**src/rtl/serial_adder.sv**
```systemverilog
//==============================================================================
// Module   : serial_adder
// Brief    : Digit-serial add/subtract unit with valid/ready on both sides.
// Revision : 1.0
//==============================================================================
`default_nettype none

module serial_adder #(
    parameter int WIDTH = 8,
    parameter int DIGIT = 2
) (
    input  logic             clk,
    input  logic             rst,
    input  logic             in_valid,
    output logic             in_ready,
    input  logic [WIDTH-1:0] a,
    input  logic [WIDTH-1:0] b,
    input  logic             sub,
    output logic             out_valid,
    input  logic             out_ready,
    output logic [WIDTH-1:0] s,
    output logic             cout,
    output logic             ovf,
    output logic             busy
);

    localparam int NSTEP = WIDTH / DIGIT;
    localparam int CW    = (NSTEP > 1) ? $clog2(NSTEP) : 1;
    localparam logic [CW-1:0] C_LAST = CW'(NSTEP - 1);

    generate
        if ((DIGIT < 1) || (WIDTH < DIGIT) || ((WIDTH % DIGIT) != 0)) begin : g_param_check
            $error("serial_adder: WIDTH must be a non-zero multiple of DIGIT");
        end
    endgenerate

    typedef enum logic [1:0] {
        S_IDLE = 2'd0,
        S_RUN  = 2'd1,
        S_DONE = 2'd2
    } state_t;

    state_t           state_q;
    logic [WIDTH-1:0] a_q;
    logic [WIDTH-1:0] b_q;
    logic [WIDTH-1:0] acc_q;
    logic [WIDTH-1:0] s_q;
    logic [CW-1:0]    cnt_q;
    logic             carry_q;
    logic             cout_q;
    logic             ovf_q;
    logic             amsb_q;
    logic             bmsb_q;

    logic [DIGIT:0]   sum_d;
    logic [WIDTH-1:0] acc_d;

    assign sum_d = {1'b0, a_q[DIGIT-1:0]} + {1'b0, b_q[DIGIT-1:0]} + {{DIGIT{1'b0}}, carry_q};

    // Each new digit enters at the MSB end so the result is aligned after NSTEP steps.
    generate
        if (DIGIT == WIDTH) begin : g_single
            assign acc_d = sum_d[DIGIT-1:0];
        end else begin : g_multi
            assign acc_d = {sum_d[DIGIT-1:0], acc_q[WIDTH-1:DIGIT]};
        end
    endgenerate

    always_ff @(posedge clk or posedge rst) begin
        if (rst) begin
            state_q <= S_IDLE;
            a_q     <= '0;
            b_q     <= '0;
            acc_q   <= '0;
            s_q     <= '0;
            cnt_q   <= '0;
            carry_q <= 1'b0;
            cout_q  <= 1'b0;
            ovf_q   <= 1'b0;
            amsb_q  <= 1'b0;
            bmsb_q  <= 1'b0;
        end else begin
            case (state_q)
                S_IDLE: begin
                    if (in_valid) begin
                        a_q     <= a;
                        b_q     <= b ^ {WIDTH{sub}};
                        carry_q <= sub;
                        cnt_q   <= '0;
                        acc_q   <= '0;
                        amsb_q  <= a[WIDTH-1];
                        bmsb_q  <= b[WIDTH-1] ^ sub;
                        state_q <= S_RUN;
                    end
                end
                S_RUN: begin
                    acc_q   <= acc_d;
                    a_q     <= a_q >> DIGIT;
                    b_q     <= b_q >> DIGIT;
                    carry_q <= sum_d[DIGIT];
                    cnt_q   <= cnt_q + 1'b1;
                    if (cnt_q == C_LAST) begin
                        s_q     <= acc_d;
                        cout_q  <= sum_d[DIGIT];
                        ovf_q   <= (amsb_q == bmsb_q) && (sum_d[DIGIT-1] != amsb_q);
                        state_q <= S_DONE;
                    end
                end
                S_DONE: begin
                    if (out_ready) begin
                        state_q <= S_IDLE;
                    end
                end
                default: state_q <= S_IDLE;
            endcase
        end
    end

    assign in_ready  = (state_q == S_IDLE);
    assign busy      = (state_q == S_RUN);
    assign out_valid = (state_q == S_DONE);
    assign s         = s_q;
    assign cout      = cout_q;
    assign ovf       = ovf_q;

endmodule

`default_nettype wire

```
**config.mk**
```make
export PLATFORM = sky130hd
export DESIGN_NAME = serial_adder
export DESIGN_NICKNAME = d
export VERILOG_FILES = /design/src/rtl/serial_adder.sv
export SDC_FILE = /design/constraint.sdc
export NUM_CORES = 1
export LEC_CHECK = 0
export CORE_ASPECT_RATIO = 1.25
export CORE_UTILIZATION = 55
export CTS_BUF_LIST = sky130_fd_sc_hd__clkbuf_4 sky130_fd_sc_hd__clkbuf_8
export DETAILED_ROUTE_END_ITERATION = 12
export GPL_ROUTABILITY_DRIVEN = 1
export PLACE_DENSITY = 0.84
export RECOVER_POWER = 50
export SKIP_CTS_REPAIR_TIMING = 1
export SYNTH_ARGS = -nofsm -noshare
export SYNTH_HDL_FRONTEND = slang
export SYNTH_SLANG_ARGS = --single-unit
```
**constraint.sdc**
```tcl
create_clock -name clk -period 2.8 [get_ports clk]
set_input_delay 0.56 -clock clk [delete_from_list [all_inputs] [get_ports clk]]
set_output_delay 0.56 -clock clk [all_outputs]
set_load 0.02 [all_outputs]
```
== Word level (Yosys, flattened, before mapping) ==
Cells that the tools add are included.
Operators by class
  bitwise operators: 2
  equality and inequality tests: 8
  muxes and demuxes: 14
  reduce and logical (&&, ||, !) cells: 7
  $add $sub $neg: 3
Operators with widths (number)
  $pmux W8 S2: 3
  $mux W8: 3
  $mux W2: 4
  $xor A8 B8 Y8: 1
  $pmux W2 S3: 1
  $reduce_and A2 Y1: 3
  $eq A2 B2 Y1 const B: 2
  $ne A2 B1 Y1 const B: 2
  $pmux W2 S2: 1
  $add A2 B2 Y3: 1
  $add A3 B1 Y3: 1
  $reduce_and A3 Y1: 1
  $add A2 B1 Y2 const B: 1
  $eq A2 B1 Y1 const B: 1
  $logic_not A2 Y1: 1
  $ne A2 B2 Y1 const B: 1
  $pmux W1 S2: 1
  $reduce_bool A2 Y1: 1
  $eq A1 B1 Y1: 1
  $logic_and A1 B1 Y1: 1
  $mux W1: 1
  $ne A1 B1 Y1: 1
  $xor A1 B1 Y1: 1
Word-level totals
  input bits: 21
  register bits after elaboration: 41
  output and inout port bits: 13

== Logic depth before layout (Yosys ltp) ==
  depth after elaboration: 4
  gate-level depth with buffers: 7
  gate-level depth less buffers: 7

== Worst setup path before layout ==
OpenSTA, ideal clock, no wires.
  path type: register to register
  from: register a_q[0]
  to: register ovf_q, in the netlist ovf
  slack: 1066 ps
  clock period less this slack: 1734 ps
  buffers on the path: 0
  data required time: 2717 ps
  cell stages (with the launch flop): 8
  arrival time: 1651 ps
  setup time: 83 ps
  cells stage by stage: dfrtp_1 inv_1 fa_1 inv_1 fa_1 and3b_1 a21oi_1 o21ai_0
Between the ends
  longest elaborated chain between the ends: 4
Ends and longest elaborated chain
  start: declaration: line 44  | logic [WIDTH-1:0] a_q;
  start signal: assignment: line 98  | a_q <= a_q >> DIGIT;
  $add A2 B2 Y3: line 58  | assign sum_d = {1'b0, a_q[DIGIT-1:0]} + {1'b0, b_q[DIGIT-1:0]} + {{DIGIT{1'b0}}, carry_q};
  $add A3 B1 Y3: line 58
  named net sum_d[1]: line 55  | logic [DIGIT:0] sum_d;
  $ne A1 B1 Y1: line 105  | ovf_q <= (amsb_q == bmsb_q) && (sum_d[DIGIT-1] != amsb_q);
  $logic_and A1 B1 Y1: line 105
  end signal: assignment: line 105
  end: declaration: line 51  | logic ovf_q;
The timed path passes the listed nets, and every way through them passes these cells.
A chain may end at the register's enable or synchronous reset.

== Worst setup path after layout ==
  from: register state_q[0]
  to: output busy
Between the ends
  longest elaborated chain between the ends: 1
Ends and longest elaborated chain
  start: declaration: line 43  | state_t state_q;
  start signal: assignment: line 71  | state_q <= S_IDLE;
  start signal: assignment: line 93  | state_q <= S_RUN;
  start signal: assignment: line 106  | state_q <= S_DONE;
  $eq A2 B1 Y1: line 120  | assign busy = (state_q == S_RUN);
  end: declaration: line 24  | output logic busy
No other way between the ends.

==> results.toml <==
[drt]
via_per_inst = 5.69
overall_routed_net_length_um = 3650
first_iter_violations = 61
drcViolationCount = 0
detail_route.first_pass.iterations = 4
ant_nets = 0
via_count = 1348
route.detailed.wl_per_inst_um = 15.4

[die]
initial_utilization_pct = 58.8
rows = 22
floorplan.die.width_um = 52.6
core_um2 = 3000
die_height_um = 65.3
die_area_um2 = 3440
design.portCount = 34

[synthesis]
yosysSeqAreaShare_pct = 55.4
synthesis.area_per_instance_um2 = 10.6
synth_area_in_compound_gates_pct = 14.0
synth.area.mux_share_pct = 5.11
post_synth_fa_ha_maj_area_fraction_pct = 2.98
synth.top_cells.by_area = "dfrtp_1 (55%), nand2_1 (5.1%), xnor2_1 (3.5%)"
post_synth_num_cell_types = 28
syn_inst = 167
post_synth_xor_area_fraction_pct = 3.97
flip_flop_and_latch_count_after_synthesis = 39
synth_simple_gate_area_share_pct = 14.3
synth_top_family_by_area = "simple AND/OR/NAND/NOR gates"
synth_area_leader_cell = "dfrtp_1"
synth_warnings = 0
postSynthNetCount = 191
netlist.area_leader.share_pct = 55.4
syn-cell-area_um2 = 1760

[cts]
tritoncts.num_buffers = 5
clkSinkCount = 39
cts_max_level = 2
clock_tree.buffer_depth = 2
clkSlewWorstSetupHoldPaths_ps = 110
clock-root-buffer = "clkbuf_4"
insertion_delay_ps = 350
tritoncts_clock_tree = "built"

[finish]
layout_common_cells = "dfrtp_1 (39), clkdlybuf4s50_1 (31), nand2_1 (24)"
count_of_inserted_antenna_diode_cells = 0
drive_above_1_share_pct = 7.96
area_growth_synth_to_finish_pct = 26.0
layout.cells.most_common = "dfrtp_1"
final_std_cells_w_o_fill = 237
finalNetCount = 224
final_core_util_pct = 74.1

[placement]
placed_cells = 229
place.detailed.hpwl_um = 2590
placer_s_final_routability_congestion_estimate = 0.764
placement.io_buffers = 33

[critical_path]
worstSetupEndpointType = "output port"
cp_cell_sequence = "nand2b_1 > inv_2 > clkdlybuf4s50_1"
worstPathRequired_ps = 2240
cp-start-kind = "flop"
timing.critical_path.arrival_ps = 1780
cp_max_fo = 14
crit_type = "reg -> out"
crit_path_top_delay_cell = "dfrtp_1"
critical-path-max-stage-delay_ps = 600

[global_routing]
grt_pass1_wl_um = 6200
grt_pass1_vias = 1346
grt_use_total_pct = 25.1
global_route.overflow_total = 0
grt_max_degree = 40
antenna_found_initial = 0

[timing]
total_of_endpoints_with_negative_setup_slack_in_the_final_report = 0
report.final.hold_viol_count = 0
tightest_slew_ps = 932
final_cycle_utilization_of_the_critical_path_pct = 83.4
slew_headroom_pct = 37.9
rsz0062_at_grt = "false"
timing.fmax_ghz = 0.428
final_max_slew_viols = 0
min_period_ps = 2340
tns_ps = 0
fin_worst_skew_ps = 10.0

[run_status]
run_status = "complete, no violations"

[min_path]
min_path_type = "reg -> reg"

[flow_run]
drv.max_cap_violation_count = 0

[pwr]
cellLeakagePower_nw = 1.03
power_density_nw_per_um2 = 1130
peakVddDrop_v = 0.000815
## registers in the layout, indices dropped and copies added, names as in the netlist
name / count
a_q: 8
b_q: 8
s: 8
acc_q: 6
cnt_q: 2
state_q: 2
amsb_q: 1
bmsb_q: 1
carry_q: 1
cout: 1
ovf: 1
## critical path: cells and delay by family (launching register included)
kind          cells  cell delay (ps)
buf+inv           2              670
flops             1              600
simple gates      1              160
## Yosys cell counts, drive strengths merged
master and count:
dfrtp 39, nand2 24, o21ai 14, nand3 10, mux2 8, nor2 8, a22oi 7, inv 7
xnor2 7, a21oi 6, a221o 6, buf 6, nor2b 6, clkbuf 5, a2bb2oi 2, fa 2
nand2b 2, a22o 1, and3b 1, ha 1, nand3b 1, nor3b 1, o21bai 1, or3b 1
xor2 1
## routing by layer
metal / vias to the layer above / global-route usage (%) / wire, µm
met5: - / 0 / 0
li1: 638 / - / -
met1: 646 / 33.0 / 1530
met2: 55 / 38.8 / 1840
met3: 9 / 6.02 / 201
met4: 0 / 11.5 / 76
## stage by stage
stage / hold WS, ps / setup slack (ps) / power, mW / cell area (µm²)
finish: 498 / 464 / 2.50 / 2220
global route: 533 / 367 / 2.67 / 2220
CTS: 499 / 437 / 2.51 / 2220
detailed placement: 475 / 435 / 2.03 / 2120
global placement: 466 / 499 / 1.98 / 2120
floorplan: 453 / 1070 / 1.64 / 1760
## cell type report
cell class / instances / area (µm²)
timing repair buffer: 37 / 358
tap: 36 / 45.0
sequential: 39 / 976
fill: 219 / 778
multi-input combinational: 110 / 712
inverter: 7 / 26.3
clock buffer: 6 / 45.0
clock inverter: 2 / 60.1
## worst paths after layout
check | cells after the start | start | end | slack, ps
max in group asynchronous | 3 | rst | a_q[2]$_DFFE_PP0P_ | 1230
min in group asynchronous | 3 | rst | b_q[3]$_DFFE_PP0P_ | 970
setup / recovery | 3 | state_q[0]$_DFFE_PP0P_ | busy | 460
setup reg to reg | 7 | a_q[0]$_DFFE_PP0P_ | ovf$_DFFE_PP0P_ | 930
hold reg to reg | 2 | ovf$_DFFE_PP0P_ | ovf$_DFFE_PP0P_ | 500
hold / removal | 2 | ovf$_DFFE_PP0P_ | ovf$_DFFE_PP0P_ | 500
## report_power, final
part	internal, mW	leakage (nW)	switching (mW)	total [mW]
logic	0.480	0.472	0.569	1.05
clock network	0.288	0.0559	0.187	0.476
registers	0.802	0.501	0.175	0.977
total	1.57	1.03	0.931	2.50
## cells by family after synthesis
family,after synthesis
AND/OR/NAND/NOR,54
flip-flops,39
AO/OA/AOI/OAI,37
buffers and inverters,18
XOR/XNOR,8
multiplexers,8
adder cells (fa/ha/maj),3
No activity file was read; power rests on OpenSTA's default activity.
